$ cat src/rtl/hwpe_switch_ctrl_if.sv
// Handshake and status bundle between the HWPE switch controller and its
// surroundings: enable/select requests, busy flags, the selected channel's
// TCDM handshake, and the gating/select/stall outputs of the controller.
interface hwpe_switch_ctrl_if #(
    parameter int N_HWPES         = 4,
    parameter int MAX_OUTSTANDING = 8
);
    localparam int SW = (N_HWPES == 1) ? 1 : $clog2(N_HWPES);
    localparam int CW = $clog2(MAX_OUTSTANDING + 1);

    logic               hwpe_en_i;
    logic [SW-1:0]      hwpe_sel_i;
    logic [N_HWPES-1:0] busy_i;
    logic               tcdm_req_i;
    logic               tcdm_gnt_i;
    logic               tcdm_r_valid_i;
    logic               cfg_req_i;
    logic [N_HWPES-1:0] hwpe_clk_en_o;
    logic [SW-1:0]      sel_o;
    logic               req_block_o;
    logic               cfg_stall_o;
    logic               switch_done_o;
    logic [CW-1:0]      outstanding_o;
    logic [2:0]         err_o;

    // Environment side: issues requests, observes controller status.
    modport master (
        output hwpe_en_i, hwpe_sel_i, busy_i, tcdm_req_i, tcdm_gnt_i,
               tcdm_r_valid_i, cfg_req_i,
        input  hwpe_clk_en_o, sel_o, req_block_o, cfg_stall_o,
               switch_done_o, outstanding_o, err_o
    );

    // Controller side.
    modport slave (
        input  hwpe_en_i, hwpe_sel_i, busy_i, tcdm_req_i, tcdm_gnt_i,
               tcdm_r_valid_i, cfg_req_i,
        output hwpe_clk_en_o, sel_o, req_block_o, cfg_stall_o,
               switch_done_o, outstanding_o, err_o
    );
endinterface

$ cat src/rtl/hwpe_switch_ctrl.sv
// HWPE switch controller: picks which HWPE behind the static HCI mux owns the
// TCDM and config buses, gates the clocks of all others, and only moves the
// select once the current owner is idle and its TCDM traffic has drained.
module hwpe_switch_ctrl #(
    parameter int N_HWPES         = 4,
    parameter int MAX_OUTSTANDING = 8,
    parameter int SWITCH_GAP      = 2
) (
    input  logic             clk,
    input  logic             rst_n,
    hwpe_switch_ctrl_if.slave bus
);
    localparam int SW = (N_HWPES == 1) ? 1 : $clog2(N_HWPES);
    localparam int CW = $clog2(MAX_OUTSTANDING + 1);

    localparam logic [SW:0]   N_LIM    = (SW + 1)'(N_HWPES);
    localparam logic [CW-1:0] MAX_CNT  = CW'(MAX_OUTSTANDING);
    localparam logic [3:0]    GAP_INIT = 4'(SWITCH_GAP);

    typedef enum logic [1:0] {OFF, GAP, RUN, DRAIN} state_t;

    state_t        state_q, state_d;
    logic [SW-1:0] sel_q, sel_d;
    logic [3:0]    gap_q, gap_d;
    logic          done_q, done_d;
    logic          err_sel_q, err_sel_d;
    logic [CW-1:0] cnt_q;
    logic          err_ovf_q, err_unf_q;

    logic sel_legal;
    logic change_req;
    logic inc, dec;
    logic [N_HWPES-1:0] clk_en;

    assign sel_legal  = ({1'b0, bus.hwpe_sel_i} < N_LIM);
    // A legal different index or a disable both ask to leave RUN; an illegal
    // index while enabled is flagged but otherwise ignored.
    assign change_req = !bus.hwpe_en_i || (sel_legal && (bus.hwpe_sel_i != sel_q));
    assign inc        = bus.tcdm_req_i & bus.tcdm_gnt_i;
    assign dec        = bus.tcdm_r_valid_i;

    // State, selection, gap timer and select-error flag registers.
    always_ff @(posedge clk or negedge rst_n) begin
        if (!rst_n) begin
            state_q   <= OFF;
            sel_q     <= '0;
            gap_q     <= '0;
            done_q    <= 1'b0;
            err_sel_q <= 1'b0;
        end else begin
            state_q   <= state_d;
            sel_q     <= sel_d;
            gap_q     <= gap_d;
            done_q    <= done_d;
            err_sel_q <= err_sel_d;
        end
    end

    // Next-state logic; the select is only reloaded on entry to GAP.
    always_comb begin
        state_d   = state_q;
        sel_d     = sel_q;
        gap_d     = gap_q;
        done_d    = 1'b0;
        err_sel_d = err_sel_q;
        case (state_q)
            OFF: begin
                if (bus.hwpe_en_i) begin
                    if (sel_legal) begin
                        sel_d   = bus.hwpe_sel_i;
                        gap_d   = GAP_INIT;
                        state_d = GAP;
                    end else begin
                        err_sel_d = 1'b1;
                    end
                end
            end
            GAP: begin
                if (gap_q <= 4'd1) begin
                    state_d = RUN;
                    done_d  = 1'b1;
                end else begin
                    gap_d = gap_q - 4'd1;
                end
            end
            RUN: begin
                if (bus.hwpe_en_i && !sel_legal)
                    err_sel_d = 1'b1;
                if (change_req && !bus.busy_i[sel_q] && !bus.cfg_req_i)
                    state_d = DRAIN;
            end
            DRAIN: begin
                if (cnt_q == '0) begin
                    if (!bus.hwpe_en_i) begin
                        state_d = OFF;
                    end else if (sel_legal) begin
                        sel_d   = bus.hwpe_sel_i;
                        gap_d   = GAP_INIT;
                        state_d = GAP;
                    end else begin
                        err_sel_d = 1'b1;
                        state_d   = OFF;
                    end
                end
            end
            default: state_d = OFF;
        endcase
    end

    // In-flight TCDM transaction counter with saturating/flooring error flags.
    always_ff @(posedge clk or negedge rst_n) begin
        if (!rst_n) begin
            cnt_q     <= '0;
            err_ovf_q <= 1'b0;
            err_unf_q <= 1'b0;
        end else if (inc && !dec) begin
            if (cnt_q == MAX_CNT) err_ovf_q <= 1'b1;
            else                  cnt_q     <= cnt_q + CW'(1);
        end else if (dec && !inc) begin
            if (cnt_q == '0) err_unf_q <= 1'b1;
            else             cnt_q     <= cnt_q - CW'(1);
        end
    end

    // Clock enable follows the owner through RUN and DRAIN so it can retire
    // its outstanding responses.
    always_comb begin
        clk_en = '0;
        if (state_q == RUN || state_q == DRAIN) begin
            for (int i = 0; i < N_HWPES; i++)
                if (int'(sel_q) == i) clk_en[i] = 1'b1;
        end
    end

    assign bus.hwpe_clk_en_o = clk_en;
    assign bus.sel_o         = (N_HWPES == 1) ? '0 : sel_q;
    assign bus.req_block_o   = (state_q != RUN) || (cnt_q == MAX_CNT);
    assign bus.cfg_stall_o   = (state_q != RUN);
    assign bus.switch_done_o = done_q;
    assign bus.outstanding_o = cnt_q;
    assign bus.err_o         = {err_sel_q, err_unf_q, err_ovf_q};
endmodule

$ cat src/flat_wrapper.sv
// flat-port wrapper written by rule: the top's interface ports become plain ports
module hwpe_switch_ctrl_flat 
#(
    parameter int N_HWPES         = 4,
    parameter int MAX_OUTSTANDING = 8,
    parameter int SWITCH_GAP      = 2
)
  (clk, rst_n, bus_hwpe_en_i, bus_hwpe_sel_i, bus_busy_i, bus_tcdm_req_i, bus_tcdm_gnt_i, bus_tcdm_r_valid_i, bus_cfg_req_i, bus_hwpe_clk_en_o, bus_sel_o, bus_req_block_o, bus_cfg_stall_o, bus_switch_done_o, bus_outstanding_o, bus_err_o);
  hwpe_switch_ctrl_if #(.N_HWPES(N_HWPES), .MAX_OUTSTANDING(MAX_OUTSTANDING)) bus_i ();
  input  logic clk;
  input  logic rst_n;
  input wire logic [$bits(bus_i.hwpe_en_i)-1:0] bus_hwpe_en_i;
  input wire logic [$bits(bus_i.hwpe_sel_i)-1:0] bus_hwpe_sel_i;
  input wire logic [$bits(bus_i.busy_i)-1:0] bus_busy_i;
  input wire logic [$bits(bus_i.tcdm_req_i)-1:0] bus_tcdm_req_i;
  input wire logic [$bits(bus_i.tcdm_gnt_i)-1:0] bus_tcdm_gnt_i;
  input wire logic [$bits(bus_i.tcdm_r_valid_i)-1:0] bus_tcdm_r_valid_i;
  input wire logic [$bits(bus_i.cfg_req_i)-1:0] bus_cfg_req_i;
  output wire logic [$bits(bus_i.hwpe_clk_en_o)-1:0] bus_hwpe_clk_en_o;
  output wire logic [$bits(bus_i.sel_o)-1:0] bus_sel_o;
  output wire logic [$bits(bus_i.req_block_o)-1:0] bus_req_block_o;
  output wire logic [$bits(bus_i.cfg_stall_o)-1:0] bus_cfg_stall_o;
  output wire logic [$bits(bus_i.switch_done_o)-1:0] bus_switch_done_o;
  output wire logic [$bits(bus_i.outstanding_o)-1:0] bus_outstanding_o;
  output wire logic [$bits(bus_i.err_o)-1:0] bus_err_o;
  assign bus_i.hwpe_en_i = bus_hwpe_en_i;
  assign bus_i.hwpe_sel_i = bus_hwpe_sel_i;
  assign bus_i.busy_i = bus_busy_i;
  assign bus_i.tcdm_req_i = bus_tcdm_req_i;
  assign bus_i.tcdm_gnt_i = bus_tcdm_gnt_i;
  assign bus_i.tcdm_r_valid_i = bus_tcdm_r_valid_i;
  assign bus_i.cfg_req_i = bus_cfg_req_i;
  assign bus_hwpe_clk_en_o = bus_i.hwpe_clk_en_o;
  assign bus_sel_o = bus_i.sel_o;
  assign bus_req_block_o = bus_i.req_block_o;
  assign bus_cfg_stall_o = bus_i.cfg_stall_o;
  assign bus_switch_done_o = bus_i.switch_done_o;
  assign bus_outstanding_o = bus_i.outstanding_o;
  assign bus_err_o = bus_i.err_o;
  hwpe_switch_ctrl #(.N_HWPES(N_HWPES), .MAX_OUTSTANDING(MAX_OUTSTANDING), .SWITCH_GAP(SWITCH_GAP)) u_core (.clk(clk), .rst_n(rst_n), .bus(bus_i));
endmodule
$ cat config.mk
export PLATFORM = sky130hd
export DESIGN_NAME = hwpe_switch_ctrl_flat
export DESIGN_NICKNAME = d
export VERILOG_FILES = /design/src/rtl/hwpe_switch_ctrl_if.sv /design/src/rtl/hwpe_switch_ctrl.sv /design/src/flat_wrapper.sv
export SDC_FILE = /design/constraint.sdc
export NUM_CORES = 1
export LEC_CHECK = 0
export BUFFER_PORTS_ARGS = -buffer_cell sky130_fd_sc_hd__buf_2
export CORE_UTILIZATION = 55
export DETAILED_ROUTE_END_ITERATION = 7
export PLACE_DENSITY = 0.83
export SETUP_SLACK_MARGIN = 0.3
export SLEW_MARGIN = 20
export SYNTH_ARGS = -nofsm -noshare
export SYNTH_HDL_FRONTEND = slang
export SYNTH_SLANG_ARGS = --single-unit
$ cat constraint.sdc
create_clock -name clk -period 4.1 [get_ports clk]
set_input_delay 0.41 -clock clk [delete_from_list [all_inputs] [get_ports clk]]
set_output_delay 0.41 -clock clk [all_outputs]
set_load 0.02 [all_outputs]
# [Yosys cells after proc, flatten, opt, wreduce, memory -nomap -nowiden]
# Cells that the tools add are included.
[word_totals] register_bits=15 in_bits=13 elab_cells=80
[op_classes] addsub=3 magnitude_cmp=2 eq_ne=16 muxes=26 bitwise_logic=2 n_reduce_logical=24
[op_table] cell="$mux W4" n=8
[op_table] cell="$mux W2" n=6
[op_table] cell="$pmux W4 S3" n=1
[op_table] cell="$ne A2 B2 Y1 const B" n=5
[op_table] cell="$reduce_and A3 Y1" n=3
[op_table] cell="$eq A2 B2 Y1 const B" n=4
[op_table] cell="$mux W1" n=8
[op_table] cell="$pmux W2 S4" n=1
[op_table] cell="$sub A4 B1 Y4 const B" n=2
[op_table] cell="$ne A2 B1 Y1 const B" n=3
[op_table] cell="$logic_not A1 Y1" n=5
[op_table] cell="$add A4 B1 Y4 const B" n=1
[op_table] cell="$eq A2 B1 Y1 const B" n=2
[op_table] cell="$eq A4 B4 Y1 const B" n=1
[op_table] cell="$le A4 B1 Y1 const B" n=1
[op_table] cell="$logic_and A1 B1 Y1" n=4
[op_table] cell="$logic_not A2 Y1" n=2
[op_table] cell="$logic_not A4 Y1" n=1
[op_table] cell="$pmux W2 S2" n=1
[op_table] cell="$reduce_and A2 Y1" n=2
[op_table] cell="$reduce_and A4 Y1" n=1
[op_table] cell="$reduce_bool A2 Y1" n=2
[op_table] cell="$logic_or A1 B1 Y1" n=3
[op_table] cell="$lt A2 B3 Y1 const B" n=1
[op_table] cell="5 further kinds" n=5

# [Logic depth before layout (Yosys ltp)]
# Gate-level depths: netlist of the first run.
[logic_depth] depth_word=7 mapped_depth=9 ltp_nobuf=9

# [Least setup slack after synthesis of the first run]
# Ideal clock, no wire load.
[synth_timing] path_type="input to register" start="input port bus_tcdm_req_i" end="register u_core.cnt_q[3] (netlist: u_core.bus.outstanding_o[3])" setup_ns=0.136 t_arrival_ns=1.772 path_slack_ns=2.193 stages=9 cell_sequence="and2_1 > ha_1 > inv_1 > ha_1 > a21o_1 > a21oi_1 > xnor2_1 > nand2_1 > xnor2_1"
[synth_between] elab_chain_cells=5 word_cells_on_any_way=9
[synth_lines] item="from (decl)" line="flat_wrapper.sv:15" text="input wire logic [$bits(bus_i.tcdm_req_i)-1:0] bus_tcdm_req_i;"
[synth_lines] item="$and A1 B1 Y1 *" line="hwpe_switch_ctrl.sv:39" text="assign inc = bus.tcdm_req_i & bus.tcdm_gnt_i;"
[synth_lines] item="$logic_not A1 Y1" line="hwpe_switch_ctrl.sv:119" text="end else if (dec && !inc) begin"
[synth_lines] item="$logic_and A1 B1 Y1" line="hwpe_switch_ctrl.sv:119"
[synth_lines] item="$reduce_bool A2 Y1 (no source line)"
[synth_lines] item="$reduce_and A3 Y1 (no source line)"
[synth_lines] item="to (signal assigned)" line="hwpe_switch_ctrl.sv:118" text="else cnt_q <= cnt_q + CW'(1);"
[synth_lines] item="to (signal assigned)" line="hwpe_switch_ctrl.sv:121" text="else cnt_q <= cnt_q - CW'(1);"
[synth_lines] item="to (decl)" line="hwpe_switch_ctrl.sv:27" text="logic [CW-1:0] cnt_q;"
# Mark *: on every way between the ends. The rest lies on a longest branch, timed or not.
# A chain may end at the register's enable or synchronous reset.

# [Worst setup path in the final report of the first run]
[layout_timing] start="register u_core.state_q[0]" end="output port bus_hwpe_clk_en_o[3]"
[layout_between] elab_chain_cells=3 word_cells_on_any_way=4
[layout_lines] item="from (decl)" line="hwpe_switch_ctrl.sv:22" text="state_t state_q, state_d;"
[layout_lines] item="from (signal assigned)" line="hwpe_switch_ctrl.sv:51" text="state_q <= state_d;"
[layout_lines] item="$eq A2 B2 Y1" line="hwpe_switch_ctrl.sv:129" text="if (state_q == RUN || state_q == DRAIN) begin"
[layout_lines] item="$logic_or A1 B1 Y1 *" line="hwpe_switch_ctrl.sv:129"
[layout_lines] item="$mux W4 *" line="hwpe_switch_ctrl.sv:129"
[layout_lines] item="to (decl)" line="flat_wrapper.sv:19" text="output wire logic [$bits(bus_i.hwpe_clk_en_o)-1:0] bus_hwpe_clk_en_o;"
# Marks and branches as above.

==> flow_summary.yaml, run 1 <==
run_status:
  outcome: "completed"
detailed_routing:
  vias: 866
  drtIter0Drc: 31
  first_pass_iters: 4
  drc_errors: 0
  detail-route-antenna-nets: 0
  viasPerCell: 5.31
  wl_mm: 1.96
  drt-wirelength-per-cell_um: 12.0
placement:
  post_dp_cell_area_mm2: 0.00121
  gp_congestion: 0.790
  portBuffers: 27
  dp.cells: 159
  hpwl_mm: 1.53
  post-place-ws_ns: 1.96
final_layout:
  n_antenna_cell: 0
  drive_gt1_share_pct: 28.3
  stdcell_count: 163
  fillerInstances: 152
  fin_nets: 164
  design_area_mm2: 0.00123
  area_growth_pct: 15.5
  regArea_um2: 375
  fin_util_pct: 69.9
  multi_input_area_um2: 624
sta:
  setup_viol: 0
  fin_setup_tns_ns: 0
  period_share_pct: 50.2
  setup_ws_ns: 2.04
  drv_slew: 0
  grt_setup_unrepaired: "no"
  max_clock_freq_mhz: 486
  fin_skew_ns: 0.00236
  finalHoldViolCount: 0
  finalCriticalPeriod_ns: 2.06
  hold_ws_ns: 0.00781
logic_synthesis:
  syn_area_per_cell_um2: 9.63
  yosysWarningCount: 0
  syn_inst: 111
  syn_area_mm2: 0.00107
  synth_cell_type_count: 33
  syn_nets: 136
  synth_seq_cells: 15
  synth_sequential_area_ratio_pct: 35.1
floorplanning:
  pin_count: 29
  placement_rows: 15
  initial_core_util_pct: 60.6
  coreArea_mm2: 0.00176
  die-area_mm2: 0.00212
  chipHeight_um: 46.1
  die_x_um: 46.1
global_route:
  grt_max_degree: 16
  antenna_found_initial: 0
  grt_pass1_vias: 786
  grt_pass1_wl_mm: 3.28
  grtUsageTotal_pct: 22.1
  overflow: 0
pwr:
  fin_total_pwr_mw: 0.970
  p_per_area_mw_per_mm2: 786
  power.leakage_nw: 0.606
  ir_worst_vdd_mv: 0.526
setup_path:
  critPathMaxFanout: 6
  required_ns: 3.69
  crit_type: "reg -> out"
  arrival_ns: 1.65
  worst_setup_path_end_kind: "output pin"
  crit_family: "flip-flops"
  slowest_delay_ns: 0.41
  slowest_stage: "dfrtp_1"
  critPathBufInv: 2
  start_kind: "flop"
  crit_path_cell_trace: "inv_1 -> ha_1 -> o21ai_0 -> nor2_1 -> buf_2"
clock_tree:
  hold_buffers: 0
  cts_made_buffers: 3
  path_clk_slew_ns: 0.09
  cts.sinks: 15
  cts.htree.levels: 1
  cts_tree: "built"
  cts_setup_buffers: 0
  cts_buffer_depth: 2
  cts_resized: 0
  clk_latency_ns: 0.29
  cts_root_buffer: "clkbuf_4"
min_path:
  hold_path.class: "in -> async"
run:
  maxCapViolCount: 0
-- worst reg2reg max path, delay by kind of cell (launching register included) --
| kind | cells | cell delay (ns) |
|---|---|---|
| fa+ha+maj | 1 | 0.35 |
| flops | 1 | 0.41 |
| simple gates | 4 | 0.74 |
| compound gates | 1 | 0.11 |
| buf+inv | 1 | 0.15 |
-- layer usage --
| metal | vias to the layer above | routed length, µm | track usage, % | share of wire (%) |
|---|---|---|---|---|
| met5 | - | 0 | 0 | 0 |
| met1 | 406 | 834 | 26.4 | 43 |
| met2 | 31 | 994 | 37.7 | 51 |
| li1 | 424 | - | - | - |
| met4 | 0 | 40 | 11.8 | 2.0 |
| met3 | 5 | 87 | 3.53 | 4.4 |
-- power breakdown --
part           switching (mW)  internal, mW  total, mW
logic                   0.334         0.240      0.573
registers              0.0934         0.215      0.308
clock network          0.0507        0.0378     0.0885
-- placed cells by master (no fill, tap or decap), types with 2 or more instances in the layout --
master	synthesis	layout
nor3_1	5	5
xnor2_1	4	4
nor2_1	10	10
xor2_1	5	5
dfrtp_1	15	15
clkbuf_4	0	3
o211ai_1	3	3
inv_1	11	11
buf_2	1	27
mux2_2	2	2
a21oi_1	6	6
o21ai_0	4	4
ha_1	11	11
nand2_1	12	12
-- sequential cells by signal, indices dropped and copies added, names as in the netlist --
name / flops
u_core.gap_q: 4
u_core.state_q: 2
u_core.bus.switch_done_o: 1
u_core.bus.sel_o: 2
u_core.err_ovf_q: 1
u_core.err_unf_q: 1
u_core.bus.outstanding_o: 4
-- cells by family (layout without fill, tap and decap cells) --
logic type,count (synthesis),count (layout),share of synthesized area [%]
and+or+nand+nor,34,34,15.6
AOI/OAI and AO/OA,22,22,17.3
DFF,15,15,35.1
buffers and inverters,15,42,6.44
adders and majority gates,12,12,14.8
xor gates and xnor gates,9,9,7.38
muxes,3,3,3.04
other,1,1,0.351
-- cell usage after synthesis --
cell type  count  area, µm²
and2_1         1       6.26
o211ai_1       3       22.5
buf_2          1       5.00
and2b_2        1       8.76
a31o_2         1       8.76
mux2i_1        1       10.0
buf_4          3       22.5
a31o_1         1       8.76
a211oi_1       1       7.51
and3_1         1       6.26
nand4_1        1       6.26
xnor2_1        4       35.0
o21ai_2        1       8.76
inv_1         11       41.3
o31a_2         1       10.0
nor2b_1        1       6.26
o21ai_0        4       20.0
conb_1         1       3.75
nand2_1       12       45.0
nor2_1        10       37.5
nor4b_1        1       8.76
nor3_1         5       25.0
o41ai_4        1       27.5
ha_1          11        138
mux2_2         2       22.5
a21oi_1        6       30.0
o21bai_1       1       7.51
o311ai_4       1       26.3
xor2_1         5       43.8
a21o_1         1       7.51
nor3_4         1       16.3
dfrtp_1       15        375
fa_1           1       20.0
-- area by class of cell --
type                       count  area share, %
clock buffer                   4           2.13
inverter                      11           3.35
multi-input combinational     81           50.6
sequential                    15           30.4
tap                           25           2.54
timing repair buffer          27           11.0
-- worst paths after layout --
kind / start / end / slack [ns] / cells past startpoint
max: u_core.state_q[0] / bus_hwpe_clk_en_o[3] / 2.04 / 5
min: rst_n / u_core.gap_q[2] / 0.008 / 1
max reg2reg: u_core.state_q[0] / u_core.state_q[0] / 2.27 / 7
min reg2reg: u_core.err_unf_q / u_core.err_unf_q / 0.47 / 1
max in group asynchronous: rst_n / u_core.bus.outstanding_o[0] / 3.84 / 1
min in group clk: bus_hwpe_sel_i[1] / u_core.bus.sel_o[1] / 0.34 / 3
Power figures use the tool's default switching activity.
==> inputs of run 2 (changes only) <==
--- a/config.mk
+++ b/config.mk
@@ -6,9 +6,10 @@
 export NUM_CORES = 1
 export LEC_CHECK = 0
 export BUFFER_PORTS_ARGS = -buffer_cell sky130_fd_sc_hd__buf_2
-export CORE_UTILIZATION = 55
+export CORE_ASPECT_RATIO = 1.75
+export CORE_UTILIZATION = 46
 export DETAILED_ROUTE_END_ITERATION = 7
-export PLACE_DENSITY = 0.83
+export PLACE_DENSITY = 0.74
 export SETUP_SLACK_MARGIN = 0.3
 export SLEW_MARGIN = 20
 export SYNTH_ARGS = -nofsm -noshare
==> constraint.sdc (replaced) <==
create_clock -name clk -period 1.8 [get_ports clk]
set_input_delay 0.18 -clock clk [delete_from_list [all_inputs] [get_ports clk]]
set_output_delay 0.18 -clock clk [all_outputs]
set_load 0.02 [all_outputs]
==> flow_summary.yaml, run 2 (same netlist as run 1, synthesis figures left out) <==
detailed_routing:
  drc_errors: 0
  first_pass_iters: 3
  drtIter0Drc: 21
  wl_mm: 2.50
  drt-wirelength-per-cell_um: 13.6
  viasPerCell: 5.19
  detail-route-antenna-nets: 0
  vias: 955
placement:
  post_dp_cell_area_mm2: 0.00125
  portBuffers: 27
  dp.cells: 160
  gp_congestion: 0.749
  hpwl_mm: 1.71
run_status:
  outcome: "completed"
sta:
  fin_setup_tns_ns: 0
  period_share_pct: 89.9
  grt_setup_unrepaired: "yes"
  max_clock_freq_mhz: 618
  setup_viol: 0
  hold_ws_ns: 0.123
  drv_slew: 0
  finalHoldViolCount: 0
  fin_skew_ns: 0.00781
  finalCriticalPeriod_ns: 1.62
final_layout:
  layout_commonest_cell: "buf_4"
  drive_gt1_share_pct: 56.3
  stdcell_count: 184
  fillerInstances: 152
  area_growth_pct: 46.4
  multi_input_area_um2: 768
  fin_nets: 186
  n_antenna_cell: 0
  regArea_um2: 382
  mostFrequentLayoutCells: "24 x buf_4, 23 x buf_2, 12 x nand2_1, 10 x dfrtp_1, 7 x nor2_1"
  design_area_mm2: 0.00156
global_route:
  grtUsageTotal_pct: 23.1
  grt_pass1_wl_mm: 4.09
  overflow: 0
  grt_pass1_vias: 976
  antenna_found_initial: 0
  grt_max_degree: 16
setup_path:
  crit_type: "reg -> out"
  crit_family: "flip-flops"
  crit_path_cell_trace: "inv_2 -> ha_2 -> buf_6 -> nor2_4 -> nor3_2 -> buf_4"
  critPathMaxFanout: 5
  critPathBufInv: 3
  required_ns: 1.62
  arrival_ns: 1.44
  start_kind: "flop"
  slowest_delay_ns: 0.42
  slowest_stage: "dfrtp_1"
  worst_setup_path_end_kind: "output pin"
floorplanning:
  die-area_mm2: 0.00253
  placement_rows: 22
  pin_count: 29
  chipHeight_um: 65.8
  initial_core_util_pct: 49.8
  coreArea_mm2: 0.00215
  die_x_um: 38.4
clock_tree:
  cts_buffer_depth: 2
  cts_tree: "built"
  cts_root_buffer: "clkbuf_4"
  cts.sinks: 15
  cts_made_buffers: 3
  path_clk_slew_ns: 0.09
  clk_latency_ns: 0.29
  cts.htree.levels: 1
min_path:
  hold_path.class: "in -> reg"
pwr:
  ir_worst_vdd_mv: 1.05
  p_clk_share_pct: 6.9
  power.leakage_nw: 0.722
  p_comb_share_pct: 67.9
  p_per_area_mw_per_mm2: 1830
  swShare_pct: 46.2
  power.internal_mw: 1.54
  pwr-share-seq_pct: 25.2
  p_switching_mw: 1.33
run:
  maxCapViolCount: 0
[run 2: metrics by stage]
stage | utilization (%) | total power, mW | setup slack (ns)
CTS | 68.6 | 2.67 | 0.176
finish | 72.8 | 2.87 | 0.182
floorplan | - | 1.77 | 0.225
global route | 72.8 | 3.08 | 0.116
global placement | 58.0 | 2.05 | 0.106
detailed placement | 58.0 | 2.11 | 0.0286
[run 2: layer usage]
metal	share of wire, %	GRT usage, %	vias to the layer above
met5	0	0	-
li1	-	-	472
met2	57	43.4	26
met1	37	23.5	452
met4	2.0	11.2	0
met3	3.0	2.03	5
[run 2: repair_timing]
action,CTS,global route
buffers inserted,11,8
hold buffers,1,0
pin swaps,13,12
endpoints found under the hold margin,15,0
gates resized for setup,29,7
endpoints found under the setup margin,14,16
[run 2: worst reg2reg max path: stages, from the launching register on]
cell and delay (ns):
dfrtp_2 0.45, o41ai_4 0.41, o21ai_2 0.12, nor3_4 0.22, a21oi_1 0.09, a31o_1 0.19
[run 2: layout make-up]
class                      count  share of cell area, %
clock buffer                   4                   1.68
inverter                      11                   2.64
multi-input combinational     81                   49.1
sequential                    15                   24.4
tap                           24                   1.92
timing repair buffer          49                   20.2
[run 2: worst paths after layout]
check,start,to,slack [ns],cells after the start
setup / recovery,u_core.state_q[0],bus_hwpe_clk_en_o[2],0.18,6
hold / removal,bus_hwpe_sel_i[1],u_core.bus.sel_o[1],0.12,3
setup reg to reg,u_core.bus.outstanding_o[3],u_core.state_q[1],0.20,5
hold reg to reg,u_core.err_unf_q,u_core.err_unf_q,0.47,1
max in group asynchronous,rst_n,u_core.bus.sel_o[0],1.21,2
min in group asynchronous,rst_n,u_core.err_unf_q,0.32,2
[run 2: power groups by stage]
stage	Sequential (mW)	Clock [mW]	Combinational [mW]
finish	0.722	0.199	1.95
global route	0.746	0.214	2.11
CTS	0.733	0.201	1.74
detailed placement	0.733	0	1.38
global placement	0.722	0	1.33
floorplan	0.759	0	1.01
